--- src/rtl/axi4_master_rd_burst.sv ---
// Single-outstanding AXI4 read-burst master: one SRAM-style request becomes one
// AR burst, and the R beats stream back with valid/ready backpressure.
module axi4_master_rd_burst #(
  parameter int ADDR_W    = 32,
  parameter int DATA_W    = 32,
  parameter int BURST_LEN = 4,
  parameter int WRAP_MODE = 0,
  parameter int ID_W      = 4,
  parameter int ID_VAL    = 0
) (
  input  logic              ACLK,
  input  logic              ARESETn,
  // request / response side
  input  logic              req_valid,
  output logic              req_ready,
  input  logic [ADDR_W-1:0] req_addr,
  output logic              rsp_valid,
  input  logic              rsp_ready,
  output logic [DATA_W-1:0] rsp_data,
  output logic              rsp_last,
  output logic              rsp_err,
  output logic              proto_err,
  // AXI4 AR channel
  output logic              ARVALID,
  input  logic              ARREADY,
  output logic [ADDR_W-1:0] ARADDR,
  output logic [ID_W-1:0]   ARID,
  output logic [7:0]        ARLEN,
  output logic [2:0]        ARSIZE,
  output logic [1:0]        ARBURST,
  output logic              ARLOCK,
  output logic [3:0]        ARCACHE,
  output logic [2:0]        ARPROT,
  output logic [3:0]        ARQOS,
  output logic [3:0]        ARREGION,
  // AXI4 R channel
  input  logic              RVALID,
  output logic              RREADY,
  input  logic [DATA_W-1:0] RDATA,
  input  logic [ID_W-1:0]   RID,
  input  logic [1:0]        RRESP,
  input  logic              RLAST
);

  localparam int BYTES      = DATA_W / 8;
  localparam int SIZE       = $clog2(BYTES);
  localparam int LINE_BITS  = $clog2(BURST_LEN * BYTES);
  localparam int CNT_W      = (BURST_LEN > 1) ? $clog2(BURST_LEN) : 1;
  // INCR fetches the whole aligned line; WRAP starts at the requested word.
  localparam int ALIGN_BITS = (WRAP_MODE != 0) ? SIZE : LINE_BITS;

  localparam logic [ADDR_W-1:0] ALIGN_MASK = {ADDR_W{1'b1}} << ALIGN_BITS;
  localparam logic [CNT_W-1:0]  LAST_CNT   = CNT_W'(BURST_LEN - 1);
  localparam logic [ID_W-1:0]   ID_C       = ID_W'(ID_VAL);

  typedef enum logic [1:0] {
    S_IDLE,
    S_ADDR,
    S_DATA
  } state_t;

  state_t             state_q, state_d;
  logic               arvalid_q;
  logic [ADDR_W-1:0]  araddr_q;
  logic [CNT_W-1:0]   beat_cnt_q;
  logic               proto_err_q;
  logic               in_data;
  logic               beat_acc;
  logic               rresp_unused;

  assign in_data  = (state_q == S_DATA);
  assign beat_acc = RVALID && RREADY;

  // Constant AR attributes.
  assign ARID     = ID_C;
  assign ARLEN    = 8'(BURST_LEN - 1);
  assign ARSIZE   = 3'(SIZE);
  assign ARBURST  = (WRAP_MODE != 0) ? 2'b10 : 2'b01;
  assign ARLOCK   = 1'b0;
  assign ARCACHE  = 4'd0;
  assign ARPROT   = 3'd0;
  assign ARQOS    = 4'd0;
  assign ARREGION = 4'd0;

  assign ARVALID   = arvalid_q;
  assign ARADDR    = araddr_q;
  assign proto_err = proto_err_q;

  // req_ready is gated by reset so every state-derived output reads 0 while held in reset.
  assign req_ready = ARESETn && (state_q == S_IDLE);
  assign RREADY    = in_data && rsp_ready;
  assign rsp_valid = in_data && RVALID;
  assign rsp_data  = in_data ? RDATA : '0;
  assign rsp_last  = in_data && (beat_cnt_q == LAST_CNT);
  assign rsp_err   = in_data && RRESP[1];

  assign rresp_unused = RRESP[0];

  // NOTE: every always_comb target gets a default first so no path can infer a latch.
  always_comb begin
    state_d = state_q;
    unique case (state_q)
      S_IDLE: if (req_valid)                 state_d = S_ADDR;
      S_ADDR: if (ARREADY)                   state_d = S_DATA;
      S_DATA: if (beat_acc && rsp_last)      state_d = S_IDLE;
      default:                               state_d = S_IDLE;
    endcase
  end

  // NOTE: sequential state uses non-blocking assignments so all registers update together.
  always_ff @(posedge ACLK or negedge ARESETn) begin
    if (!ARESETn) begin
      state_q     <= S_IDLE;
      arvalid_q   <= 1'b0;
      araddr_q    <= '0;
      beat_cnt_q  <= '0;
      proto_err_q <= 1'b0;
    end else begin
      state_q   <= state_d;
      arvalid_q <= (state_d == S_ADDR);

      if (state_q == S_IDLE && req_valid)
        araddr_q <= req_addr & ALIGN_MASK;

      if (state_q == S_ADDR && ARREADY)
        beat_cnt_q <= '0;
      else if (in_data && beat_acc)
        beat_cnt_q <= beat_cnt_q + 1'b1;

      // Beat count alone ends the burst; RID/RLAST disagreements only raise the flag.
      if ((beat_acc && ((RID != ID_C) || (RLAST != rsp_last))) || (RVALID && !in_data))
        proto_err_q <= 1'b1;
    end
  end

endmodule

--- config.mk ---
export PLATFORM = sky130hd
export DESIGN_NAME = axi4_master_rd_burst
export DESIGN_NICKNAME = d
export VERILOG_FILES = /design/src/rtl/axi4_master_rd_burst.sv
export SDC_FILE = /design/constraint.sdc
export NUM_CORES = 1
export LEC_CHECK = 0
export BUFFER_PORTS_ARGS = -buffer_cell sky130_fd_sc_hd__buf_2
export CAP_MARGIN = 25
export CORE_MARGIN = 2
export CORE_UTILIZATION = 34
export CTS_BUF_LIST = sky130_fd_sc_hd__clkbuf_8 sky130_fd_sc_hd__clkbuf_16
export DETAILED_ROUTE_END_ITERATION = 6
export PLACE_DENSITY = 0.88
export SLEW_MARGIN = 30
export SYNTH_ARGS = -nofsm -noshare
export SYNTH_HDL_FRONTEND = slang
export SYNTH_SLANG_ARGS = --single-unit
export TNS_END_PERCENT = 5
--- constraint.sdc ---
create_clock -name ACLK -period 1.4 [get_ports ACLK]
set_input_delay 0.14 -clock ACLK [delete_from_list [all_inputs] [get_ports ACLK]]
set_output_delay 0.14 -clock ACLK [all_outputs]
set_load 0.03 [all_outputs]
==> impl_metrics.csv <==
group,metric,value,unit
sta,setup_viol,65,
final_layout,final_common_cell,"buf_2",
placed_design,routabilityCongestion,0.7871,
yosys,ys_warn_count,0,
final_layout,stdcell_count,396,
yosys,synth.top_cells.by_area,"dfrtp_1, mux2_4, buf_4",
cts,path_clk_slew,70,ps
yosys,yosysSeqAreaShare,42.53,%
placed_design,port_buffers,138,
sta,grt_setup_unrepaired,"true",
run_status,status,"complete, but fails checks",
route,routed_wl,5768,um
route,route.detailed.drc,0,
final_layout,layout-drive-gt1-share,66.05,%
yosys,synthDistinctLibCells,28,
global_routing,antenna_found_initial,1,
cts,clockBufferDepth,2,
sta,max_freq,631.7,MHz
sta,fin_ws,-183.0,ps
critical_path,critical_path_class,"register to register",
sta,worst_hold_slack,86.43,ps
critical_path,worstPathMaxFanout,7,
yosys,syn_area,0.002001,sq mm
critical_path,worst_setup_path_end_kind,"register",
placed_design,dp_hpwl,3611,um
sta,finClkSkew,8.160,ps
placed_design,dp_slack,19.05,ps
sta,fin_crit_sh,113.1,%
critical_path,required,1560,ps
final_layout,diodes,0,
final_layout,multi_input_area,0.001020,sq mm
yosys,synth_cells,172,
floorplanning,io_pins,181,
power_and_ir_drop,power.density,2244,mW/mm^2
route,vias,1712,
floorplanning,dieArea,0.006514,sq mm
final_layout,synthToLayoutAreaGrowth,59.72,%
sta,tns,-9170,ps
yosys,synth_top_cell_by_area,"dfrtp_1",
floorplanning,core-area,0.005608,sq mm
route,first_iter_violations,58,
global_routing,grt_pass1_wl,7417,um
cts,clk_latency,280,ps
final_layout,final_util,56.98,%
route,first_pass_iters,4,
global_routing,grt-ovfl-total,0,
placed_design,dp_cells,378,
cts,cts_tree,"done",
job,drv_cap,0,
critical_path,cp_data_arrival_time,1740,ps
sta,hold_violations,0,
global_routing,grt_usage,14.79,%
global_routing,grt_pass1_vias,1634,
yosys,synth_seq_cells,34,
yosys,synth_edf_count,0,
final_layout,fillers,476,
route,ant_nets,0,
power_and_ir_drop,ir_drop,1.309,mV
cts,clock_sinks,34,
route,vias_per_cell,4.323,
run_status,violations,"setup timing",
floorplanning,start_util,35.68,%
power_and_ir_drop,p_leak,1.716,nW
yosys,synth_flop_cell,"dfrtp_1",
cts,cts_buffers,5,
final_layout,register_area,850.8,sq um
global_routing,grt_max_degree,35,
sta,period_minus_slack,1583,ps
yosys,synth-async-reset-ratio,100.0,%
floorplanning,die_w,80.71,um
critical_path,worstSetupStartpointType,"register",
floorplanning,std_cell_rows,27,
yosys,yosysTopAreaCellShare,42.53,%
sta,drv_slew,0,
worst_hold_path,hold_class,"primary input to register",
floorplanning,fp.dieH,80.71,um
route,post_drt_wl_per_cell,14.57,um
cts,root_buffer,"clkbuf_8",
final_layout,mostFrequentLayoutCells,"buf_2, buf_6, conb_1, dfrtp_1, mux2_4",
final_layout,nNetsFinal,401,
cts,htreeDepth,2,
yosys,syn_avg_cell_area,11.63,sq um
[critical path, cell delays in order (launching register included)]
cell	delay (ps)
dfrtp_1	400
buf_6	130
buf_6	110
nor3b_4	200
buf_4	160
buf_6	150
mux2_4	310
[stage by stage]
| step | power, mW | instance area [sq um] |
|---|---|---|
| after floorplan | 4.588 | 2133 |
| after global placement | 5.405 | 2631 |
| after detailed placement | 5.496 | 2631 |
| after CTS | 6.673 | 2959 |
| after global routing | 7.514 | 3196 |
| final | 7.172 | 3196 |
[final timing paths]
kind	startpoint	endpoint	slack, ps	cells past startpoint
worst max-delay path	state_q[1]$_DFF_PN0_	ARADDR[19]$_DFFE_PN0P_	-180	6
worst min-delay path	req_addr[8]	ARADDR[8]$_DFFE_PN0P_	90	2
worst max register to register	state_q[1]$_DFF_PN0_	ARADDR[19]$_DFFE_PN0P_	-180	6
worst min register to register	proto_err$_DFFE_PN0P_	proto_err$_DFFE_PN0P_	460	1
max in group asynchronous	ARESETn	ARADDR[24]$_DFFE_PN0P_	610	3
min in group asynchronous	ARESETn	state_q[0]$_DFF_PN0_	490	3
[final cells by class]
class | count | area share, %
Multi-Input combinational cell | 127 | 31.91
Clock inverter | 2 | 0.2741
Sequential cell | 34 | 26.62
Clock buffer | 6 | 2.584
Tap cell | 72 | 2.819
Timing Repair Buffer | 154 | 35.67
Inverter | 1 | 0.1175
[power breakdown]
group          switching, mW  internal [mW]
sequential             0.259           1.46
combinational           2.56           2.16
clock                  0.336          0.389
total                   3.16           4.01
[repair_timing]
action	4_1_cts	5_1_grt
gates resized for setup	61	55
endpoints found under the hold margin	34	0
endpoints found under the setup margin	37	65
buffers inserted	3	2
pin swaps	2	19
cloned	1	3
hold buffers	1	0
[cells in the mapped netlist (2+ instances only)]
cell type	instances
a21oi_1	2
a31oi_1	2
and2_1	36
buf_12	2
buf_4	38
buf_6	2
clkbuf_1	3
conb_1	2
dfrtp_1	34
mux2_2	8
mux2_4	20
nand2_1	3
nand2b_1	2
nand3_1	2
nor2_1	3
[metal layers]
metal	global-route usage, %	part of all wire [%]
met1	15.14	36
met2	28.00	54
met3	4.607	7.9
met4	5.424	1.5
met5	0	0.19
[sequential cells by signal (all words and copies together), names as in the netlist]
name,count
proto_err,1
ARADDR,28
ARVALID,1
state_q,2
beat_cnt_q,2
[cell families after synthesis]
family                   Yosys count  synth area share (%)
AO/OA/AOI/OAI                      8                 2.627
XOR/XNOR                           1                0.4379
adder cells (fa/ha/maj)            1                0.6253
buffers and inverters             46                 18.14
flip-flops                        34                 42.53
multiplexers                      28                 19.51
other                              2                0.3754
AND/OR/NAND/NOR                   52                 15.76
Power figures use the tool's default switching activity.
